--- src/rtl/pmu_dump_pkg.sv ---
// Shared types and constants for the PMU dump sequencer.
// PMU_DUMP_CHECKSUM_EN adds the trailing XOR checksum byte (state StTail).
package pmu_dump_pkg;

    localparam logic [7:0] HEADER_BYTE = 8'hA5;

    typedef enum logic [2:0] {
        StIdle,
        StWaitIdle,
        StHeader,
        StSettle,
        StEmit,
        StDone
`ifdef PMU_DUMP_CHECKSUM_EN
        , StTail
`endif
    } dump_state_e;

    // Counter width that stays legal when the count is 1.
    function automatic int unsigned cnt_width(input int unsigned n);
        return (n > 1) ? int'($clog2(n)) : 1;
    endfunction

    function automatic int unsigned frame_bytes(input int unsigned nodes,
                                                input int unsigned counters,
                                                input int unsigned data_w);
        int unsigned n;
        n = 1 + nodes * counters * (data_w / 8);
`ifdef PMU_DUMP_CHECKSUM_EN
        n = n + 1;
`endif
        return n;
    endfunction

endpackage

--- src/rtl/pmu_word_serializer.sv ---
// Loads one PMU counter word and emits it LSB byte first over valid/ready.
// Output data and valid come straight from registers, so they never depend on ready.
module pmu_word_serializer
    import pmu_dump_pkg::*;
#(
    parameter int unsigned PMU_DATA_W = 64
) (
    input  logic                  aclk,
    input  logic                  aresetn,
    input  logic                  i_load,
    input  logic [PMU_DATA_W-1:0] i_word,
    input  logic                  i_ready,
    output logic [7:0]            o_data,
    output logic                  o_valid,
    output logic                  o_last_byte
);

    localparam int unsigned BYTES = PMU_DATA_W / 8;
    localparam int unsigned CW    = cnt_width(BYTES);

    logic [PMU_DATA_W-1:0] r_shift;
    logic [CW-1:0]         r_cnt;
    logic                  r_valid;
    logic                  w_last;

    assign w_last = (r_cnt == CW'(BYTES - 1));

    always_ff @(posedge aclk or negedge aresetn) begin
        if (!aresetn) begin
            r_shift <= '0;
            r_cnt   <= '0;
            r_valid <= 1'b0;
        end else if (i_load) begin
            r_shift <= i_word;
            r_cnt   <= '0;
            r_valid <= 1'b1;
        end else if (r_valid && i_ready) begin
            r_shift <= r_shift >> 8;
            if (w_last) begin
                r_cnt   <= '0;
                r_valid <= 1'b0;
            end else begin
                r_cnt <= r_cnt + CW'(1);
            end
        end
    end

    assign o_data      = r_shift[7:0];
    assign o_valid     = r_valid;
    assign o_last_byte = r_valid & w_last;

endmodule

--- src/rtl/pmu_dump_sequencer.sv ---
// Scans every counter of every node's PMU after the loaders go idle and streams the
// dump as a byte frame. PMU_DUMP_CHECKSUM_EN appends an XOR checksum byte.
module pmu_dump_sequencer
    import pmu_dump_pkg::*;
#(
    parameter int unsigned NODES        = 16,
    parameter int unsigned PMU_ADDR_W   = 5,
    parameter int unsigned PMU_DATA_W   = 64,
    parameter int unsigned NUM_COUNTERS = 8,
    parameter int unsigned READ_LAT     = 1
) (
    input  logic                                 aclk,
    input  logic                                 aresetn,
    input  logic                                 start_i,
    input  logic [NODES-1:0]                     idle_i,
    output logic [NODES-1:0][PMU_ADDR_W-1:0]     pmu_addr_o,
    input  logic [NODES-1:0][PMU_DATA_W-1:0]     pmu_data_i,
    output logic [7:0]                           m_data_o,
    output logic                                 m_valid_o,
    input  logic                                 m_ready_i,
    output logic                                 busy_o,
    output logic                                 done_o
);

    localparam int unsigned NW = cnt_width(NODES);

    dump_state_e           r_state;
    logic [NW-1:0]         r_node;
    logic [PMU_ADDR_W-1:0] r_addr;
    logic [1:0]            r_lat;
    logic                  r_ctl_valid;
    logic [7:0]            r_ctl_data;
    logic                  r_busy;
    logic                  r_done;
`ifdef PMU_DUMP_CHECKSUM_EN
    logic [7:0]            r_xor;
`endif

    logic                  w_load;
    logic [7:0]            w_ser_data;
    logic                  w_ser_valid;
    logic                  w_ser_last;
    logic                  w_last_hs;

    // Capture happens on the edge that ends SETTLE, so the word gap is 1+READ_LAT.
    assign w_load    = (r_state == StSettle) && (r_lat == 2'(READ_LAT));
    assign w_last_hs = w_ser_last & m_ready_i;

    pmu_word_serializer #(
        .PMU_DATA_W (PMU_DATA_W)
    ) u_ser (
        .aclk        (aclk),
        .aresetn     (aresetn),
        .i_load      (w_load),
        .i_word      (pmu_data_i[r_node]),
        .i_ready     (m_ready_i),
        .o_data      (w_ser_data),
        .o_valid     (w_ser_valid),
        .o_last_byte (w_ser_last)
    );

    always_ff @(posedge aclk or negedge aresetn) begin
        if (!aresetn) begin
            r_state     <= StIdle;
            r_node      <= '0;
            r_addr      <= '0;
            r_lat       <= '0;
            r_ctl_valid <= 1'b0;
            r_ctl_data  <= '0;
            r_busy      <= 1'b0;
            r_done      <= 1'b0;
`ifdef PMU_DUMP_CHECKSUM_EN
            r_xor       <= '0;
`endif
        end else begin
            r_done <= 1'b0;
`ifdef PMU_DUMP_CHECKSUM_EN
            if (m_valid_o && m_ready_i) begin
                r_xor <= r_xor ^ m_data_o;
            end
`endif
            case (r_state)
                StIdle: begin
                    if (start_i) begin
                        r_busy  <= 1'b1;
                        r_state <= StWaitIdle;
`ifdef PMU_DUMP_CHECKSUM_EN
                        r_xor   <= '0;
`endif
                    end
                end
                StWaitIdle: begin
                    if (&idle_i) begin
                        r_ctl_valid <= 1'b1;
                        r_ctl_data  <= HEADER_BYTE;
                        r_state     <= StHeader;
                    end
                end
                StHeader: begin
                    if (m_ready_i) begin
                        r_ctl_valid <= 1'b0;
                        r_node      <= '0;
                        r_addr      <= '0;
                        r_lat       <= '0;
                        r_state     <= StSettle;
                    end
                end
                StSettle: begin
                    if (r_lat == 2'(READ_LAT)) begin
                        r_state <= StEmit;
                    end else begin
                        r_lat <= r_lat + 2'd1;
                    end
                end
                StEmit: begin
                    if (w_last_hs) begin
                        r_lat <= '0;
                        if (r_addr != PMU_ADDR_W'(NUM_COUNTERS - 1)) begin
                            r_addr  <= r_addr + PMU_ADDR_W'(1);
                            r_state <= StSettle;
                        end else if (r_node != NW'(NODES - 1)) begin
                            r_node  <= r_node + NW'(1);
                            r_addr  <= '0;
                            r_state <= StSettle;
                        end else begin
                            r_node <= '0;
                            r_addr <= '0;
`ifdef PMU_DUMP_CHECKSUM_EN
                            // r_xor does not yet hold the byte accepted on this edge.
                            r_ctl_valid <= 1'b1;
                            r_ctl_data  <= r_xor ^ m_data_o;
                            r_state     <= StTail;
`else
                            r_busy  <= 1'b0;
                            r_done  <= 1'b1;
                            r_state <= StDone;
`endif
                        end
                    end
                end
`ifdef PMU_DUMP_CHECKSUM_EN
                StTail: begin
                    if (m_ready_i) begin
                        r_ctl_valid <= 1'b0;
                        r_busy      <= 1'b0;
                        r_done      <= 1'b1;
                        r_state     <= StDone;
                    end
                end
`endif
                StDone: begin
                    r_state <= StIdle;
                end
                default: begin
                    r_state <= StIdle;
                end
            endcase
        end
    end

    always_comb begin
        for (int n = 0; n < int'(NODES); n++) begin
            pmu_addr_o[n] = r_addr;
        end
    end

    assign m_valid_o = r_ctl_valid | w_ser_valid;
    assign m_data_o  = r_ctl_valid ? r_ctl_data : w_ser_data;
    assign busy_o    = r_busy;
    assign done_o    = r_done;

endmodule

--- config.mk ---
export PLATFORM = sky130hd
export DESIGN_NAME = pmu_dump_sequencer
export DESIGN_NICKNAME = d
export VERILOG_FILES = /design/src/rtl/pmu_dump_pkg.sv /design/src/rtl/pmu_word_serializer.sv /design/src/rtl/pmu_dump_sequencer.sv
export SDC_FILE = /design/constraint.sdc
export NUM_CORES = 1
export LEC_CHECK = 0
export CORE_AREA = 2 2 448 450
export DETAILED_ROUTE_END_ITERATION = 8
export DIE_AREA = 0 0 450 452
export HOLD_SLACK_MARGIN = 0.05
export MAX_ROUTING_LAYER = met4
export PLACE_DENSITY = 0.34
export SLEW_MARGIN = 20
export SYNTH_ARGS = -nofsm -noshare
export SYNTH_HDL_FRONTEND = slang
export SYNTH_HIERARCHICAL = 1
export SYNTH_SLANG_ARGS = --single-unit
export TNS_END_PERCENT = 10
--- constraint.sdc ---
create_clock -name aclk -period 2.4 [get_ports aclk]
set_input_delay 0.72 -clock aclk [delete_from_list [all_inputs] [get_ports aclk]]
set_output_delay 0.72 -clock aclk [all_outputs]
set_load 0.1 [all_outputs]
* Word-level counts from Yosys, hierarchy flattened
Cells that the tools add are included.
** Storage, ports and cells
- Register bits after elaboration :: 86
- Bits of input ports :: 1044
- Output and inout port bits :: 91
- Logic and storage cells :: 97
** Operators by class
- Add/subtract/negate cells :: 4
- $lt $le $gt $ge :: 1
- Eq/ne operators :: 16
- Mux-type cells :: 44
- Bitwise logic cells :: 3
- Reduce and logical (&&, ||, !) cells :: 18
** Operators by type and width (number)
- 64-bit binary-select mux with 4-bit select :: 1
- 64-bit 2-to-1 mux :: 3
- 3-bit 2-to-1 mux :: 10
- 17-bit AND reduction :: 1
- 4-bit 2-to-1 mux :: 4
- 16-bit AND reduction :: 1
- 5-bit 2-to-1 mux :: 3
- 3-bit case mux with 5 select lines :: 1
- 2-bit != test, second input constant :: 7
- 1-bit 2-to-1 mux :: 13
- 5-bit case mux with 2 select lines :: 1
- 5-bit AND reduction :: 2
- 2-bit nonzero test :: 5
- 8-bit 2-to-1 mux :: 1
- 4-bit case mux with 2 select lines :: 1
- 4-bit AND reduction :: 2
- 3-bit by 2-bit equality test with 1-bit output, second input constant :: 2
- 3-bit equality test, second input constant :: 2
- 2-bit 2-to-1 mux :: 3
- 2-bit case mux with 3 select lines :: 1
- 3-bit AND reduction :: 2
- 5-bit by 1-bit adder with 5-bit output, second input constant :: 1
- 4-bit by 5-bit less-than comparator with 1-bit output, second input constant :: 1
- 5-bit by 3-bit != test with 1-bit output, second input constant :: 1
- 14 further kinds :: 17

* Longest topological paths before layout
- Depth in word-level cells :: 5
- Depth in mapped cells :: 9
- Mapped depth without buffers :: 7

* Cells and area by module
Netlist, hierarchy kept.
** Modules (own cells, without submodules)
- pmu_dump_sequencer :: times used 1, cells an instance 737, area an instance 9071.2 um^2
- pmu_word_serializer :: times used 1, cells an instance 381, area an instance 3694.8 um^2

* Worst setup path before layout
No wires, ideal clock.
- Path type :: flip-flop to output port
- Start :: register r_ctl_valid
- End :: output port m_data_o[0]
- Data arrival time :: 2.665 ns
- Required time :: 1.680 ns
- Setup slack :: -0.985 ns
- Stages on the path, launching flop included :: 3
- Cell sequence :: dfrtp_1 clkbuf_1 o21ai_0
** On the way
- Word-level cells in the longest chain between the ends :: 1
** Ends and longest elaborated chain
- start: declaration :: line pmu_dump_sequencer.sv:31 : logic r_ctl_valid;
- start signal: assignment :: line pmu_dump_sequencer.sv:68 : r_ctl_valid <= 1'b0;
- start signal: assignment :: line pmu_dump_sequencer.sv:94 : r_ctl_valid <= 1'b1;
- start signal: assignment :: line pmu_dump_sequencer.sv:101 : r_ctl_valid <= 1'b0;
- 8-bit 2-to-1 mux :: line pmu_dump_sequencer.sv:168 : assign m_data_o = r_ctl_valid ? r_ctl_data : w_ser_data;
- end: declaration :: line pmu_dump_sequencer.sv:18 : output logic [7:0] m_data_o,
No other way between the ends.

* Worst setup path in the final report
- Start :: register r_node[0]
- End :: register u_ser.r_shift[7]
** On the way
- Word-level cells in the longest chain between the ends :: 3
** Ends and longest elaborated chain
- start: declaration :: line pmu_dump_sequencer.sv:28 : logic [NW-1:0] r_node;
- start signal: assignment :: line pmu_dump_sequencer.sv:122 : r_node <= r_node + NW'(1);
- 64-bit binary-select mux with 4-bit select :: line pmu_dump_sequencer.sv:55 : .i_word (pmu_data_i[r_node]),
- 64-bit 2-to-1 mux (implied by the code) :: line pmu_dump_sequencer.sv:55
- 64-bit 2-to-1 mux :: line pmu_word_serializer.sv:33 : end else if (i_load) begin
- end signal: assignment :: line pmu_word_serializer.sv:34 : r_shift <= i_word;
- end signal: assignment :: line pmu_word_serializer.sv:38 : r_shift <= r_shift >> 8;
- end: declaration :: line pmu_word_serializer.sv:21 : logic [PMU_DATA_W-1:0] r_shift;
No other way between the ends. The select of a mux whose other input is x is not followed.
A chain may end at the register's enable or synchronous reset.

==> impl_metrics.tcl <==
set metrics [dict create \
    synth_common_cells "mux4_2, nand2_1, a22oi_1" \
    gr-usage-all-layers 0.131 \
    internal-power_mw 4.18 \
    fill_cells 22405 \
    fin_util 0.145 \
    synth_top_area_share 0.452 \
    synth-seq-cells 86 \
    core_area_um2 199000 \
    min_period_ps 2350 \
    synth-simple-area-share 0.132 \
    cp_top_family "buffers and inverters" \
    synth_seq_area_share 0.169 \
    gr-total-overflow 0 \
    ant_nets 0 \
    async_reset_ff_frac 1.00 \
    ys_types 44 \
    numClockSinks 86 \
    dieWidth_um 450 \
    yosys.area_share.xor_xnor 0.00206 \
    cts_tree "done" \
    synth_edf_count 0 \
    finalSetupViolCount 0 \
    relSlewSlack 0.561 \
    finalNonFillerCells 4863 \
    ir_drop_uv 304 \
    wl_per_cell_um 27.7 \
    synth_mux_area_frac 0.453 \
    pwr_density_cell_nw_per_um2 207 \
    holdCritPathClass "in2async" \
    numCtsBuffers 9 \
    crit_chain "buf_12, buf_16, mux4_2, a22oi_2, buf_4, nand2_1, nand2_1, o311ai_2" \
    setup_ws_ps 47.3 \
    dr_total_vias 15644 \
    dp.cells 4808 \
    fin_nets 3213 \
    netlist_instances 1118 \
    num_rows 164 \
    clock_latency_ps 430 \
    netlist_area_um2 12800 \
    multi_input_area_um2 9340 \
    die_y_um 452 \
    comb_power_share 0.485 \
    synth_nets 2167 \
    drv_slew 0 \
    holdWs_ps 222 \
    start_kind "register" \
    netSwitchingFraction 0.299 \
    avgViaCountPerCell 3.22 \
    antenna_found_initial 98 \
    grt_first_pass_wirelength_um 171000 \
    top_usage_layer "met2" \
    grt_max_degree 53 \
    ios 1135 \
    die_area_um2 203000 \
    regArea_um2 2160 \
    rsz0062_at_grt "yes" \
    cts_max_level 3 \
    netlist_top_cells_area "mux4_2, dfrtp_1, a22oi_1, buf_4, nand2_1" \
    route.detailed.drc 0 \
    first_global_vias 16283 \
    worstPathArrival_ps 2650 \
    critPathBufInv 3 \
    io_buffers 1134 \
    tns_ps 0 \
    firstDrtPassIters 5 \
    synth-compound-area-share 0.134 \
    synthAdderAreaFrac 0.00490 \
    pwr-share-clk 0.272 \
    cts-root-buf "clkbuf_16" \
    drt_iter0_drc 1304 \
    cts_hold_buf 0 \
    wl_um 135000 \
    finalHoldViolCount 0 \
    area_growth_pct 126 \
    met3_usage 0.0337 \
    cp-end-kind "register" \
    critPathKind "reg2reg" \
    start_util 0.0643 \
    leakagePower_nw 9.29 \
    synth.most_common_cell "mux4_2" \
    cp.required_ps 2700 \
    sequentialPowerShare 0.243 \
    period_share 0.980 \
    finClkSkew_ps 11.0 \
    critPathMaxStageDelay_ps 530 \
    syn_area_per_cell_um2 11.4 \
    clk_pin_slew_ps 80 \
    cap_violations 0 \
    cp_slowest_cell "mux4_2" \
    hpwl_um 119000 \
    gp_congestion 1.00 \
    globalRouteMet1Util 0.162 \
    outcome "complete, no violations" \
    synth_warnings 6 \
    cp_max_fo 21 \
    synth_flop_cell "dfrtp_1" \
    max_clock_freq_ghz 0.425 \
    power_switching_mw 1.78 \
    cp_common_cell "nand2_1" \
    synth_top_area_cell "mux4_2" \
    drive_gt1_frac 0.235 \
    use_met2 0.220 \
    tightest_slew_ps 658 \
    place_ws_ps -390 \
    clockBufferDepth 2 \
    synth_top_family_by_area "multiplexers" \
]
per-stage QoR:
stage                     instance area (um2)  power (mW)
after floorplan                         12800        2.13
after global placement                  28300        4.37
after detailed placement                28300        4.37
after CTS                               28700        6.14
after global routing                    28800        6.27
final                                   28800        5.96
registers in the layout, summed over array words and instances (netlist names):
signal,flops
done_o,1
u_ser/r_cnt,3
r_state,3
r_ctl_valid,1
busy_o,1
r_lat,2
r_node,4
r_ctl_data,1
u_ser/o_valid,1
r_addr,5
u_ser/r_shift,64
cells in the final DEF, fill, tap and decap left out, types with 4 or more instances in the layout:
cell,count
nand4_1,4
clkdlybuf4s50_1,1041
dfrtp_1,82
a22oi_2,5
buf_4,79
ha_1,5
nand3_1,8
buf_6,6
o311ai_1,4
buf_12,121
o311ai_2,4
nand2_1,140
o211ai_1,51
inv_1,15
nand2b_1,59
a22oi_1,124
nor2b_1,6
clkbuf_16,9
o21ai_0,13
mux4_2,256
nor2_1,7
nand4b_1,56
a21oi_1,8
o21ai_1,11
inv_6,4
diode_2,38
repair_timing:
item | in CTS | in global routing
setup buffers | 0 | 0
pin swaps | 1 | 0
setup endpoints to repair | 12 | 10
cloned | 1 | 0
gates resized for setup | 12 | 5
hold endpoints to repair | 0 | 0
cells by family after synthesis:
kind of cell,count (synthesis)
AND/OR/NAND/NOR,305
multiplexers,257
AO/OA/AOI/OAI,233
buffers and inverters,229
flip-flops,86
adder cells (fa/ha/maj),5
XOR/XNOR,3
cell type report:
type,instances,share of cell area
repair buffers,1249,0.471
multi-input cells,803,0.324
well taps,2656,0.115
flip-flops and latches,86,0.0751
clock buffers,9,0.00781
diodes,38,0.00330
clock inverters,7,0.00204
inverters,15,0.00195
path summary, 6_finish.rpt:
path / from / endpoint / slack [ps] / cells after the start
max in group asynchronous: aresetn / u_ser/o_valid$_DFFE_PN0P_ / 1520 / 2
min reg2reg: r_ctl_data[0]$_DFFE_PN0P_ / r_ctl_data[0]$_DFFE_PN0P_ / 500 / 1
min: aresetn / u_ser/r_shift[7]$_DFFE_PN0P_ / 220 / 1
max: r_node[0]$_DFFE_PN0P_ / u_ser/r_shift[7]$_DFFE_PN0P_ / 50 / 8
min in group aclk: r_ctl_data[0]$_DFFE_PN0P_ / r_ctl_data[0]$_DFFE_PN0P_ / 500 / 1
max reg2reg: r_node[0]$_DFFE_PN0P_ / u_ser/r_shift[7]$_DFFE_PN0P_ / 50 / 8
per-layer routing:
layer  part of all wire  up-vias
met1               0.41     8137
met3              0.081       84
met4             0.0092        0
li1                   -     6666
met5                  0        -
met2               0.50      757
power by group through the flow:
stage | combinational (mW) | sequential (mW) | clock, mW
after floorplan | 0.653 | 1.48 | 0
after global placement | 2.89 | 1.48 | 0
after detailed placement | 2.89 | 1.48 | 0
after CTS | 2.91 | 1.45 | 1.77
after global routing | 3.03 | 1.45 | 1.78
final | 2.89 | 1.45 | 1.62
worst reg2reg max path, delay by kind of cell, from the launching register on:
family / cells / cell delay (ps)
buffers and inverters: 3 / 670
multiplexers: 1 / 540
flip-flops: 1 / 480
AO/OA/AOI/OAI: 2 / 420
AND/OR/NAND/NOR: 2 / 120
Power figures use the tool's default switching activity.
